===== config.mk =====
export PLATFORM = sky130hd
export DESIGN_NAME = exu_div_ctrl
export DESIGN_NICKNAME = d
export VERILOG_FILES = /design/src/rtl/exu_div_ctrl_pkg.sv /design/src/rtl/exu_div_rr_arb.sv /design/src/rtl/exu_div_ctrl.sv
export SDC_FILE = /design/constraint.sdc
export NUM_CORES = 1
export LEC_CHECK = 0
export ABC_AREA = 1
export BUFFER_PORTS_ARGS = -buffer_cell sky130_fd_sc_hd__buf_2
export CAP_MARGIN = 20
export CORE_MARGIN = 4
export CORE_UTILIZATION = 53
export DETAILED_ROUTE_END_ITERATION = 10
export GPL_TIMING_DRIVEN = 0
export MAX_ROUTING_LAYER = met4
export PLACE_DENSITY = 0.84
export REMOVE_ABC_BUFFERS = 1
export SYNTH_ARGS = -nofsm -noshare
export SYNTH_HDL_FRONTEND = slang
export SYNTH_SLANG_ARGS = --single-unit

===== constraint.sdc =====
create_clock -name clk -period 3.1 [get_ports clk]
set_input_delay 0.62 -clock clk [delete_from_list [all_inputs] [get_ports clk]]
set_output_delay 0.62 -clock clk [all_outputs]
set_load 0.01 [all_outputs]

===== src/rtl/exu_div_ctrl_pkg.sv =====
// Shared definitions for the divider controller: one-hot op codes and FSM states.
// The op encoding matches what exu_div expects on its op_i port.
package exu_div_ctrl_pkg;

  localparam logic [3:0] DIV_OP_DIV  = 4'b0001;
  localparam logic [3:0] DIV_OP_DIVU = 4'b0010;
  localparam logic [3:0] DIV_OP_REM  = 4'b0100;
  localparam logic [3:0] DIV_OP_REMU = 4'b1000;

  typedef enum logic [3:0] {
    DIVC_STATE_IDLE  = 4'b0001,
    DIVC_STATE_ISSUE = 4'b0010,
    DIVC_STATE_RESP  = 4'b0100,
    DIVC_STATE_DRAIN = 4'b1000
  } divc_state_e;

endpackage


===== src/rtl/exu_div_rr_arb.sv =====
// Two-way round-robin arbiter. The pointer names the requester that wins a tie
// and flips to the other requester whenever a grant is taken.
module exu_div_rr_arb (
  input  logic clk,
  input  logic rst,
  input  logic en,
  input  logic req0,
  input  logic req1,
  input  logic take,
  output logic grant0,
  output logic grant1,
  output logic ptr
);

  assign grant0 = en & req0 & (~req1 | ~ptr);
  assign grant1 = en & req1 & (~req0 | ptr);

  always_ff @(posedge clk) begin
    if (rst) begin
      ptr <= 1'b0;
    end else if (take) begin
      ptr <= grant0;
    end
  end

endmodule


===== src/rtl/exu_div_ctrl.sv =====
// Arbitrates two EX-stage requesters onto one iterative divider and returns results
// through a valid/ready writeback port, with a one-entry last-result cache.
module exu_div_ctrl
  import exu_div_ctrl_pkg::*;
#(
  parameter int DATA_W   = 32,
  parameter int ADDR_W   = 5,
  parameter int CACHE_EN = 1
) (
  input  logic              clk,
  input  logic              rst,
  input  logic              req0_valid_i,
  output logic              req0_ready_o,
  input  logic [3:0]        req0_op_i,
  input  logic [DATA_W-1:0] req0_dividend_i,
  input  logic [DATA_W-1:0] req0_divisor_i,
  input  logic [ADDR_W-1:0] req0_waddr_i,
  input  logic              req1_valid_i,
  output logic              req1_ready_o,
  input  logic [3:0]        req1_op_i,
  input  logic [DATA_W-1:0] req1_dividend_i,
  input  logic [DATA_W-1:0] req1_divisor_i,
  input  logic [ADDR_W-1:0] req1_waddr_i,
  input  logic              flush_i,
  output logic              div_start_o,
  output logic [3:0]        div_op_o,
  output logic [DATA_W-1:0] div_dividend_o,
  output logic [DATA_W-1:0] div_divisor_o,
  output logic [ADDR_W-1:0] div_waddr_o,
  input  logic [DATA_W-1:0] div_result_i,
  input  logic              div_ready_i,
  input  logic              div_busy_i,
  output logic              wb_valid_o,
  input  logic              wb_ready_i,
  output logic [DATA_W-1:0] wb_data_o,
  output logic [ADDR_W-1:0] wb_waddr_o,
  output logic              wb_src_o,
  output logic              busy_o
);

  // Handshakes: a transfer happens on a cycle where valid and ready are both high;
  // ready never depends on anything but state, arbitration, flush and reset.

  divc_state_e state, state_nxt;

  logic [3:0]        op_q;
  logic [DATA_W-1:0] dvd_q, dvs_q, wb_data_q;
  logic [ADDR_W-1:0] waddr_q;
  logic              src_q;

  logic              c_vld;
  logic [3:0]        c_op;
  logic [DATA_W-1:0] c_dvd, c_dvs, c_res;

  logic grant0, grant1, rr_ptr, arb_en, hs, hit;
  logic [3:0]        sel_op;
  logic [DATA_W-1:0] sel_dvd, sel_dvs;
  logic [ADDR_W-1:0] sel_waddr;

  logic unused_busy;
  assign unused_busy = div_busy_i | rr_ptr;

  assign arb_en = (state == DIVC_STATE_IDLE) & ~flush_i & ~rst;

  exu_div_rr_arb u_arb (
    .clk    (clk),
    .rst    (rst),
    .en     (arb_en),
    .req0   (req0_valid_i),
    .req1   (req1_valid_i),
    .take   (hs),
    .grant0 (grant0),
    .grant1 (grant1),
    .ptr    (rr_ptr)
  );

  assign req0_ready_o = grant0;
  assign req1_ready_o = grant1;
  assign hs           = grant0 | grant1;

  assign sel_op    = grant1 ? req1_op_i       : req0_op_i;
  assign sel_dvd   = grant1 ? req1_dividend_i : req0_dividend_i;
  assign sel_dvs   = grant1 ? req1_divisor_i  : req0_divisor_i;
  assign sel_waddr = grant1 ? req1_waddr_i    : req0_waddr_i;

  // Cache is keyed on the operation only; destination and owner are irrelevant.
  assign hit = (CACHE_EN != 0) & c_vld & (sel_op == c_op) &
               (sel_dvd == c_dvd) & (sel_dvs == c_dvs);

  always_comb begin
    state_nxt = state;
    case (state)
      DIVC_STATE_IDLE:  if (hs) state_nxt = hit ? DIVC_STATE_RESP : DIVC_STATE_ISSUE;
      DIVC_STATE_ISSUE: begin
        if (flush_i)          state_nxt = DIVC_STATE_DRAIN;
        else if (div_ready_i) state_nxt = DIVC_STATE_RESP;
      end
      DIVC_STATE_RESP:  if (wb_ready_i | flush_i) state_nxt = DIVC_STATE_IDLE;
      DIVC_STATE_DRAIN: state_nxt = DIVC_STATE_IDLE;
      default:          state_nxt = DIVC_STATE_IDLE;
    endcase
  end

  always_ff @(posedge clk) begin
    if (rst) state <= DIVC_STATE_IDLE;
    else     state <= state_nxt;
  end

  always_ff @(posedge clk) begin
    if (rst) begin
      op_q      <= '0;
      dvd_q     <= '0;
      dvs_q     <= '0;
      waddr_q   <= '0;
      src_q     <= 1'b0;
      wb_data_q <= '0;
      c_vld     <= 1'b0;
      c_op      <= '0;
      c_dvd     <= '0;
      c_dvs     <= '0;
      c_res     <= '0;
    end else begin
      if (state == DIVC_STATE_IDLE && hs) begin
        op_q    <= sel_op;
        dvd_q   <= sel_dvd;
        dvs_q   <= sel_dvs;
        waddr_q <= sel_waddr;
        src_q   <= grant1;
        if (hit) wb_data_q <= c_res;
      end
      // A result arriving together with a flush still refreshes the cache.
      if (state == DIVC_STATE_ISSUE && div_ready_i) begin
        c_vld <= 1'b1;
        c_op  <= op_q;
        c_dvd <= dvd_q;
        c_dvs <= dvs_q;
        c_res <= div_result_i;
        if (!flush_i) wb_data_q <= div_result_i;
      end
    end
  end

  // Start must fall in the ready cycle itself or the divider restarts.
  assign div_start_o    = (state == DIVC_STATE_ISSUE) & ~div_ready_i & ~flush_i & ~rst;
  assign div_op_o       = op_q;
  assign div_dividend_o = dvd_q;
  assign div_divisor_o  = dvs_q;
  assign div_waddr_o    = waddr_q;

  assign wb_valid_o = (state == DIVC_STATE_RESP);
  assign wb_data_o  = wb_data_q;
  assign wb_waddr_o = waddr_q;
  assign wb_src_o   = src_q;
  assign busy_o     = (state != DIVC_STATE_IDLE);

endmodule


==> results of run 1 <==
==> synthesized netlist by cell type (2+ instances only) <==
library cell,number
buf_4,9
buf_1,8
nand4_1,43
o21ai_0,199
nor2_1,131
inv_1,195
a31oi_1,54
dfxtp_1,212
nand2_1,435
o21ai_1,2
inv_2,3
buf_2,12
nor2_2,2
clkinv_1,8
nor2_4,4
nand3_1,126
o21bai_1,20
a21oi_1,129
clkbuf_1,71
buf_6,7
nand3b_1,3
==> layout by cell type, fill, tap and decap left out, drive strengths merged <==
cell type and count:
nor4 1, a21oi 129, o21ai 203, nand2 436, a31oi 54, clkbuf 44, and2 1, nor2 140
inv 196, bufinv 2, o211ai 1, buf 344, nand4 45, and3 1, nand3b 3, diode 7
clkinv 10, nor3b 1, nand3 130, a41oi 1, clkinvlp 1, dfxtp 212, o21bai 20
==> flip-flops by register name, summed over array words and instances, names as in the netlist <==
name,flops
c_dvd,32
c_dvs,32
c_op,4
c_res,32
c_vld,1
div_dividend_o,32
div_divisor_o,32
div_op_o,4
div_waddr_o,5
state,4
u_arb.ptr,1
wb_data_o,32
wb_src_o,1
==> final timing paths <==
kind	startpoint	cells past startpoint	end
worst max-delay path	state[0]	19	wb_data_o[17]
worst min-delay path	req0_waddr_i[0]	3	div_waddr_o[0]
worst max register to register	state[0]	19	wb_data_o[17]
worst min register to register	c_res[14]	2	c_res[14]
==> cell type report <==
type / count / area [µm²] / area share [%]
Tap cell: 270 / 338 / 2.41
Clock buffer: 41 / 796 / 5.68
Timing Repair Buffer: 347 / 2230 / 15.9
Antenna cell: 7 / 17.5 / 0.125
Multi-Input combinational cell: 1166 / 5530 / 39.5
Clock inverter: 3 / 43.8 / 0.312
Inverter: 206 / 818 / 5.84
Sequential cell: 212 / 4250 / 30.3
==> critical path: cells and delay by family (launching register included) <==
kind	cells	cell delay, ns
and+or+nand+nor	13	1.63
buffers and inverters	5	0.76
DFF	1	0.33
AOI/OAI and AO/OA	1	0.25
==> per-layer routing <==
layer	track usage [%]	vias to the layer above	routed length (µm)
li1	-	6069	-
met5	-	-	0
met3	6.46	151	4050
met1	39.1	5734	14900
met2	52.4	732	17800
met4	14.7	0	2230
==> metrics by stage <==
stage / util [%] / power, mW / worst slack (ns) / cell area [µm²]
floorplan: - / 3.43 / -2.37 / 10300
global placement: 60.4 / 3.82 / -5.44 / 12200
detailed placement: 62.2 / 3.85 / -2.62 / 12500
CTS: 68.1 / 6.84 / 0.0174 / 13700
global route: 69.5 / 7.13 / -0.0676 / 14000
finish: 69.5 / 6.88 / 0.0271 / 14000
==> repair_timing <==
item,in CTS,in global routing
endpoints found under the setup margin,99,34
resized for setup,15,38
setup buffers,18,10
pin swaps,12,6
gates cloned,7,4
==> kinds of logic (layout without fill, tap and decap cells) <==
group,Yosys count,count (layout)
compound gates,407,408
flops,212,212
buf+inv,313,597
other cells,0,7
simple gates,751,758
==> report_power, final <==
group,switching (mW),internal (mW)
clock network,1.16,1.82
logic,0.631,0.380
registers,0.0697,2.82
total,1.86,5.02
==> flow_summary.toml, run 1 <==
[setup_path]
cp.arrival_ns = 3.52
path_common_cell = "nand2_1"
reg2reg_slack_ns = 0.03
end_kind = "register"
path_class = "register to register"
crit_required_ns = 3.55
path_max_fanout = 17
cp_slowest_cell = "dfxtp_1"
cp_slowest_stage_delay_ns = 0.33
crit_chain = "inv_1 -> nor2_4 -> buf_6 -> nand3_4 -> buf_12 -> o21ai_0 -> nand2_1 -> nand2_1 -> nand4_1 -> nor2_1 -> nand2_1 -> nor2_1 -> nand2_1 -> nor2_4 -> buf_12 -> nand4_1 -> nand3_1 -> nand2_1 -> inv_1"
startpoint_type = "register"

[yosys]
synth-adder-area-share_pct = 0
synthCells = 1683
synth_edf_count = 0
synth_mux_area_share_pct = 0
synth-compound-area-share_pct = 19.9
synth.distinct_cells = 31
synth_top_family_by_area = "simple AND/OR/NAND/NOR gates"
synth_area_leaders = "dfxtp_1 39%, nand2_1 15%, o21ai_0 9.2%, inv_1 6.7%, a21oi_1 5.9%"
yosys.area.top_type = "dfxtp_1"
synth_top_area_share_pct = 39.1
seq_area_frac_synth_pct = 39.1
syn_area_mm2 = 0.0109
synth-async-reset-ratio_pct = 0
yosys.area_share.simple_pct = 29.2
synth_xor_area_share_pct = 0
ys.flop_type = "dfxtp_1"
ys_ff_latch = 212
yosys_warnings = 0
syn_area_per_cell_um2 = 6.45

[sta]
max-slew-margin-rel_pct = 35.9
min_period_ns = 3.07
max_freq_ghz = 0.325
tightest_slew_ns = 0.959
slew_viol_final = 0
setup_violations = 0
period_share_pct = 99.1
tns_ns = 0
finalHoldViolCount = 0
finClkSkew_ns = 0.00871
holdWs_ns = 0.369

[place]
placedCellCount = 2162
globalplace.congestion = 0.880
portBuffers = 300
dp_hpwl_mm = 24.1

[die]
die_w_um = 151
core_mm2 = 0.0202
die_h_um = 151
fp.dieArea_mm2 = 0.0228
ioPinCount = 302
fp-row-count = 52
start_util_pct = 53.8

[clocking]
numClockSinks = 212
clock_latency_ns = 0.51
clockBufferDepth = 3
htreeDepth = 1
path_clk_slew_ns = 0.06
cts.root.buffer_cell = "clkbuf_16"
cts-hold-fix-buffers = 0
cts_tree = "done"
numCtsBuffers = 24

[power_and_ir_drop]
peakVddDrop_mv = 0.450
p_per_area_mw_per_mm2 = 491
leakage_nw = 6.82

[detailed_routing]
routed_wl_mm = 39.0
first_iter_violations = 946
drt_first_pass_iters = 8
vias = 12700
wire_per_inst_um = 17.3
ant_nets = 0
drcViolationCount = 0
vias_per_cell = 5.63

[final_layout]
nFillCells = 1665
finalNonFillerCells = 2252
layout-drive-gt1-share_pct = 21.4
final_nets = 2143
synthToLayoutAreaGrowth_pct = 29.2

[global_routing]
grt_overflow = 0
grt_max_degree = 93
track_usage_pct = 32.4
first_global_vias = 11500
antenna_found_initial = 5
grt_first_pass_wirelength_mm = 57.7

[job]
cap_violations = 0

[worst_hold_path]
hp-class = "primary input to register"

[run_status]
status = "completed"
Note: power is estimated with default switching activity, not from simulation.
==> run 2, diff against run 1 <==
CORE_MARGIN = unset   (was 4)
GPL_TIMING_DRIVEN = 1   (was 0)
==> flow_summary.toml, run 2 (synthesis gave the netlist of run 1 again) <==
[run_status]
status = "completed"

[detailed_routing]
drt_first_pass_iters = 8
vias_per_cell = 5.40
vias = 12300
drcViolationCount = 0
routed_wl_mm = 34.6
wire_per_inst_um = 15.2
ant_nets = 0
first_iter_violations = 939

[clocking]
numClockSinks = 212
ctsResizeCount = 0
clockBufferDepth = 3
cts-hold-fix-buffers = 0
clock_latency_ns = 0.51
path_clk_slew_ns = 0.06
numCtsBuffers = 24
cts_setup_buffers = 0
cts_tree = "done"
htreeDepth = 1
cts.root.buffer_cell = "clkbuf_16"

[sta]
finalHoldViolCount = 0
max-slew-margin-rel_pct = 48.1
period_share_pct = 89.3
holdWs_ns = 0.372
tightest_slew_ns = 0.779
rsz0062_at_grt = "false"
max_freq_ghz = 0.361
min_period_ns = 2.77
slew_viol_final = 0
finClkSkew_ns = 0.00605
setup_violations = 0
fin_ws_ns = 0.331

[die]
ioPinCount = 302
die_w_um = 145
core_mm2 = 0.0198
die_h_um = 145
fp-row-count = 51
fp.dieArea_mm2 = 0.0211
start_util_pct = 54.9

[place]
placed_area_mm2 = 0.0130
dp_slack_ns = -0.0446
dp_hpwl_mm = 24.1
globalplace.congestion = 0.898
portBuffers = 300

[setup_path]
crit_required_ns = 3.56
path_max_fanout = 33
cp.arrival_ns = 3.23
startpoint_type = "register"
end_kind = "register"
path_class = "register to register"

[final_layout]
layout_common_cells = "434 x nand2_1, 300 x buf_2, 212 x dfxtp_1, 199 x o21ai_0, 194 x inv_1"
postLayoutCoreUtil_pct = 70.4
synthToLayoutAreaGrowth_pct = 28.3
final_common_cell = "nand2_1"
final_nets = 2173
nFillCells = 1620
layout-drive-gt1-share_pct = 21.9
design_area_mm2 = 0.0139

[power_and_ir_drop]
power_switching_share_pct = 25.9
seqPwrFrac_pct = 41.0
p_per_area_mw_per_mm2 = 506
power.internal_mw = 5.22
finalPower_mw = 7.05
power_frac_clock_pct = 45.1
combPwrFrac_pct = 13.9
leakage_nw = 6.87
peakVddDrop_mv = 0.434
p_sw_mw = 1.83

[job]
cap_violations = 0

[global_routing]
first_global_vias = 11700
grt_max_degree = 114
grt_first_pass_wirelength_mm = 56.1
track_usage_pct = 33.2
grt_overflow = 0
antenna_found_initial = 7

[worst_hold_path]
hp-class = "primary input to register"
run 2: final timing paths:
kind	start	to	slack, ns	cells past startpoint
worst max-delay path	state[1]	wb_data_o[26]	0.33	19
worst min-delay path	req1_waddr_i[0]	div_waddr_o[0]	0.37	3
worst max register to register	state[1]	wb_data_o[26]	0.33	19
worst min register to register	c_res[23]	c_res[23]	0.44	2
run 2: routing by layer:
layer,vias up,global-route usage (%),wire [µm]
met5,-,-,0
met4,0,17.8,1810
met3,139,5.06,2970
met2,600,53.8,16200
met1,5462,39.6,13700
li1,6097,-,-
run 2: worst max-delay path: stages, from the launching register on:
cell      delay, ns
dfxtp_1        0.37
nor2_4         0.15
nand3_4        0.11
nor2_4         0.16
buf_4          0.34
nand2_1        0.13
nand3_1        0.15
nand2_1        0.07
clkinv_1       0.04
nand2_1        0.04
nor2_1         0.19
nand2_1        0.08
nor2_1         0.09
nand2_1        0.11
nor2_4         0.12
buf_12         0.19
nand4_1        0.13
nand3_1        0.10
nand2_1        0.06
inv_1          0.04
run 2: layout make-up:
cell class                      instances  area, µm²  share of cell area [%]
Tap cell                              265        332                    2.38
Clock buffer                           35        713                    5.12
Antenna cell                            7       17.5                   0.126
Timing Repair Buffer                  385       2330                    16.7
Multi-Input combinational cell       1158       5340                    38.4
Inverter                              206        778                    5.59
Clock inverter                          9        174                    1.25
Sequential cell                       212       4240                    30.5
run 2: per-stage QoR:
step,instances,TNS [ns]
4_1_cts,2270,0
3_3_place_gp,2226,0
6_report,2277,0
5_1_grt,2277,0
2_1_floorplan,1576,-377.49
3_5_place_dp,2226,-0.414
run 2: power groups by stage:
stage	sequential, mW	clock, mW	combinational (mW)
floorplan	2.98	0	0.445
global placement	2.94	0	0.940
detailed placement	2.95	0	0.958
CTS	2.89	3.20	0.968
global route	2.90	3.31	1.08
finish	2.89	3.18	0.978
==> run 3, diff against run 2 <==
CORE_ASPECT_RATIO = 1.75   (was unset)
==> flow_summary.toml, run 3 (synthesis gave the netlist of run 1 again) <==
[power_and_ir_drop]
leakage_nw = 6.73
p_per_area_mw_per_mm2 = 468
peakVddDrop_mv = 0.461

[sta]
slew_viol_final = 0
finalHoldViolCount = 0
period_share_pct = 90.8
tightest_slew_ns = 0.663
max_freq_ghz = 0.355
fin_ws_ns = 0.286
min_period_ns = 2.81
max-slew-margin-rel_pct = 55.8
setup_violations = 0
tns_ns = 0
finClkSkew_ns = 0.0108
rsz0062_at_grt = "false"

[worst_hold_path]
hp-class = "primary input to register"
min_from = "req0_waddr_i[3]"

[setup_path]
crit_family = "simple AND/OR/NAND/NOR gates"
cp_slowest_stage_delay_ns = 0.36
end_kind = "register"
critPathLaunch = "state[0]"
cp.arrival_ns = 3.21
crit_buf_inv = 4
path_max_fanout = 33
path_common_cell = "nand2_1"
cp_slowest_cell = "o21ai_0"
reg2reg_from = "state[0]"
path_class = "register to register"
crit_chain = "inv_1 -> nor2_4 -> nand3_4 -> buf_4 -> o21ai_0 -> nand2_1 -> nand2_1 -> nand2_1 -> nor2_1 -> nand2_1 -> nor2_1 -> nand2_1 -> nor2_1 -> nand4_2 -> buf_12 -> nand2_1 -> nand3_1 -> nand2_1 -> inv_1"
startpoint_type = "register"
crit_required_ns = 3.49

[detailed_routing]
vias = 12200
drcViolationCount = 0
vias_per_cell = 5.46
met3WireLength_mm = 2.38
wire_per_inst_um = 15.3
highest_layer = "met4"
wl_met1_mm = 12.4
drt_first_pass_iters = 5
first_iter_violations = 1021
routed_wl_mm = 34.2
wl_met2_mm = 17.3
ant_nets = 0

[die]
ioPinCount = 302
die_h_um = 191
core_mm2 = 0.0199
fp-row-count = 68
fp.dieArea_mm2 = 0.0211
die_w_um = 110
start_util_pct = 54.5

[place]
globalplace.congestion = 0.889
dp_slack_ns = -0.0524
dp_hpwl_mm = 24.5
portBuffers = 300
placedCellCount = 2198

[clocking]
numClockSinks = 212
numCtsBuffers = 20
cts_tree = "done"
htreeDepth = 1
cts.root.buffer_cell = "clkbuf_16"
path_clk_slew_ns = 0.06
cts-hold-fix-buffers = 0
cts_setup_buffers = 0
clock_latency_ns = 0.50
ctsResizeCount = 0
clockBufferDepth = 3

[global_routing]
grt_max_degree = 103
first_global_vias = 11400
antenna_found_initial = 4
grt_first_pass_wirelength_mm = 52.5
track_usage_pct = 32.5
grt_overflow = 0

[final_layout]
final_nets = 2161
final_common_cell = "nand2_1"
multi_input_area_mm2 = 0.00534
synthToLayoutAreaGrowth_pct = 25.3
seqCellArea_mm2 = 0.00424
layout-drive-gt1-share_pct = 21.3
finalNonFillerCells = 2237
nFillCells = 1740
layout_common_cells = "434 x nand2_1, 300 x buf_2, 212 x dfxtp_1, 199 x o21ai_0, 194 x inv_1"

[job]
cap_violations = 0

[run_status]
status = "completed"
==> run 3: cell count changes in the layout (fill, tap and decap cells not counted), sizes merged <==
cell	change
buf	-8
clkbuf	-6
bufinv	-4
diode	-3
clkinvlp	+1
==> run 3: report_power, final <==
| part | internal, mW | total [mW] | switching [mW] |
|---|---|---|---|
| logic | 0.382 | 0.968 | 0.586 |
| clock network | 1.44 | 2.51 | 1.07 |
| registers | 2.82 | 2.89 | 0.0648 |
| total | 4.65 | 6.36 | 1.72 |
==> run 3: per-stage QoR <==
step | total power [mW] | instance area (µm²) | util [%] | hold slack [ns]
2_1_floorplan | 3.43 | 10300 | - | 0.426
3_3_place_gp | 3.88 | 12900 | 64.9 | 0.431
3_5_place_dp | 3.90 | 12900 | 64.9 | 0.436
4_1_cts | 6.39 | 13600 | 68.3 | 0.380
5_1_grt | 6.60 | 13600 | 68.3 | 0.390
6_report | 6.36 | 13600 | 68.3 | 0.390
==> run 3: worst paths after layout <==
path / endpoint / slack [ns] / cells after the start
max: wb_data_o[19] / 0.29 / 19
min: div_waddr_o[3] / 0.39 / 3
min reg2reg: c_res[2] / 0.44 / 2
max reg2reg: wb_data_o[19] / 0.29 / 19
==> run 3: final cells by class <==
cell class,instances,area share (%)
diodes,4,0.0736
multi-input cells,1158,39.3
clock inverters,6,0.423
inverters,206,5.72
repair buffers,377,16.6
well taps,245,2.25
flip-flops and latches,212,31.2
clock buffers,29,4.45
==> run 3: worst min-delay path, stage by stage <==
cell and delay (ns):
buf_2 0.09, nand2_1 0.05, a31oi_1 0.07
==> run 3: per-layer routing <==
metal  vias up  track usage [%]
met5         -                -
met4         0             18.7
met3       147             4.40
met2       540             56.8
met1      5466             34.4
li1       6069                -
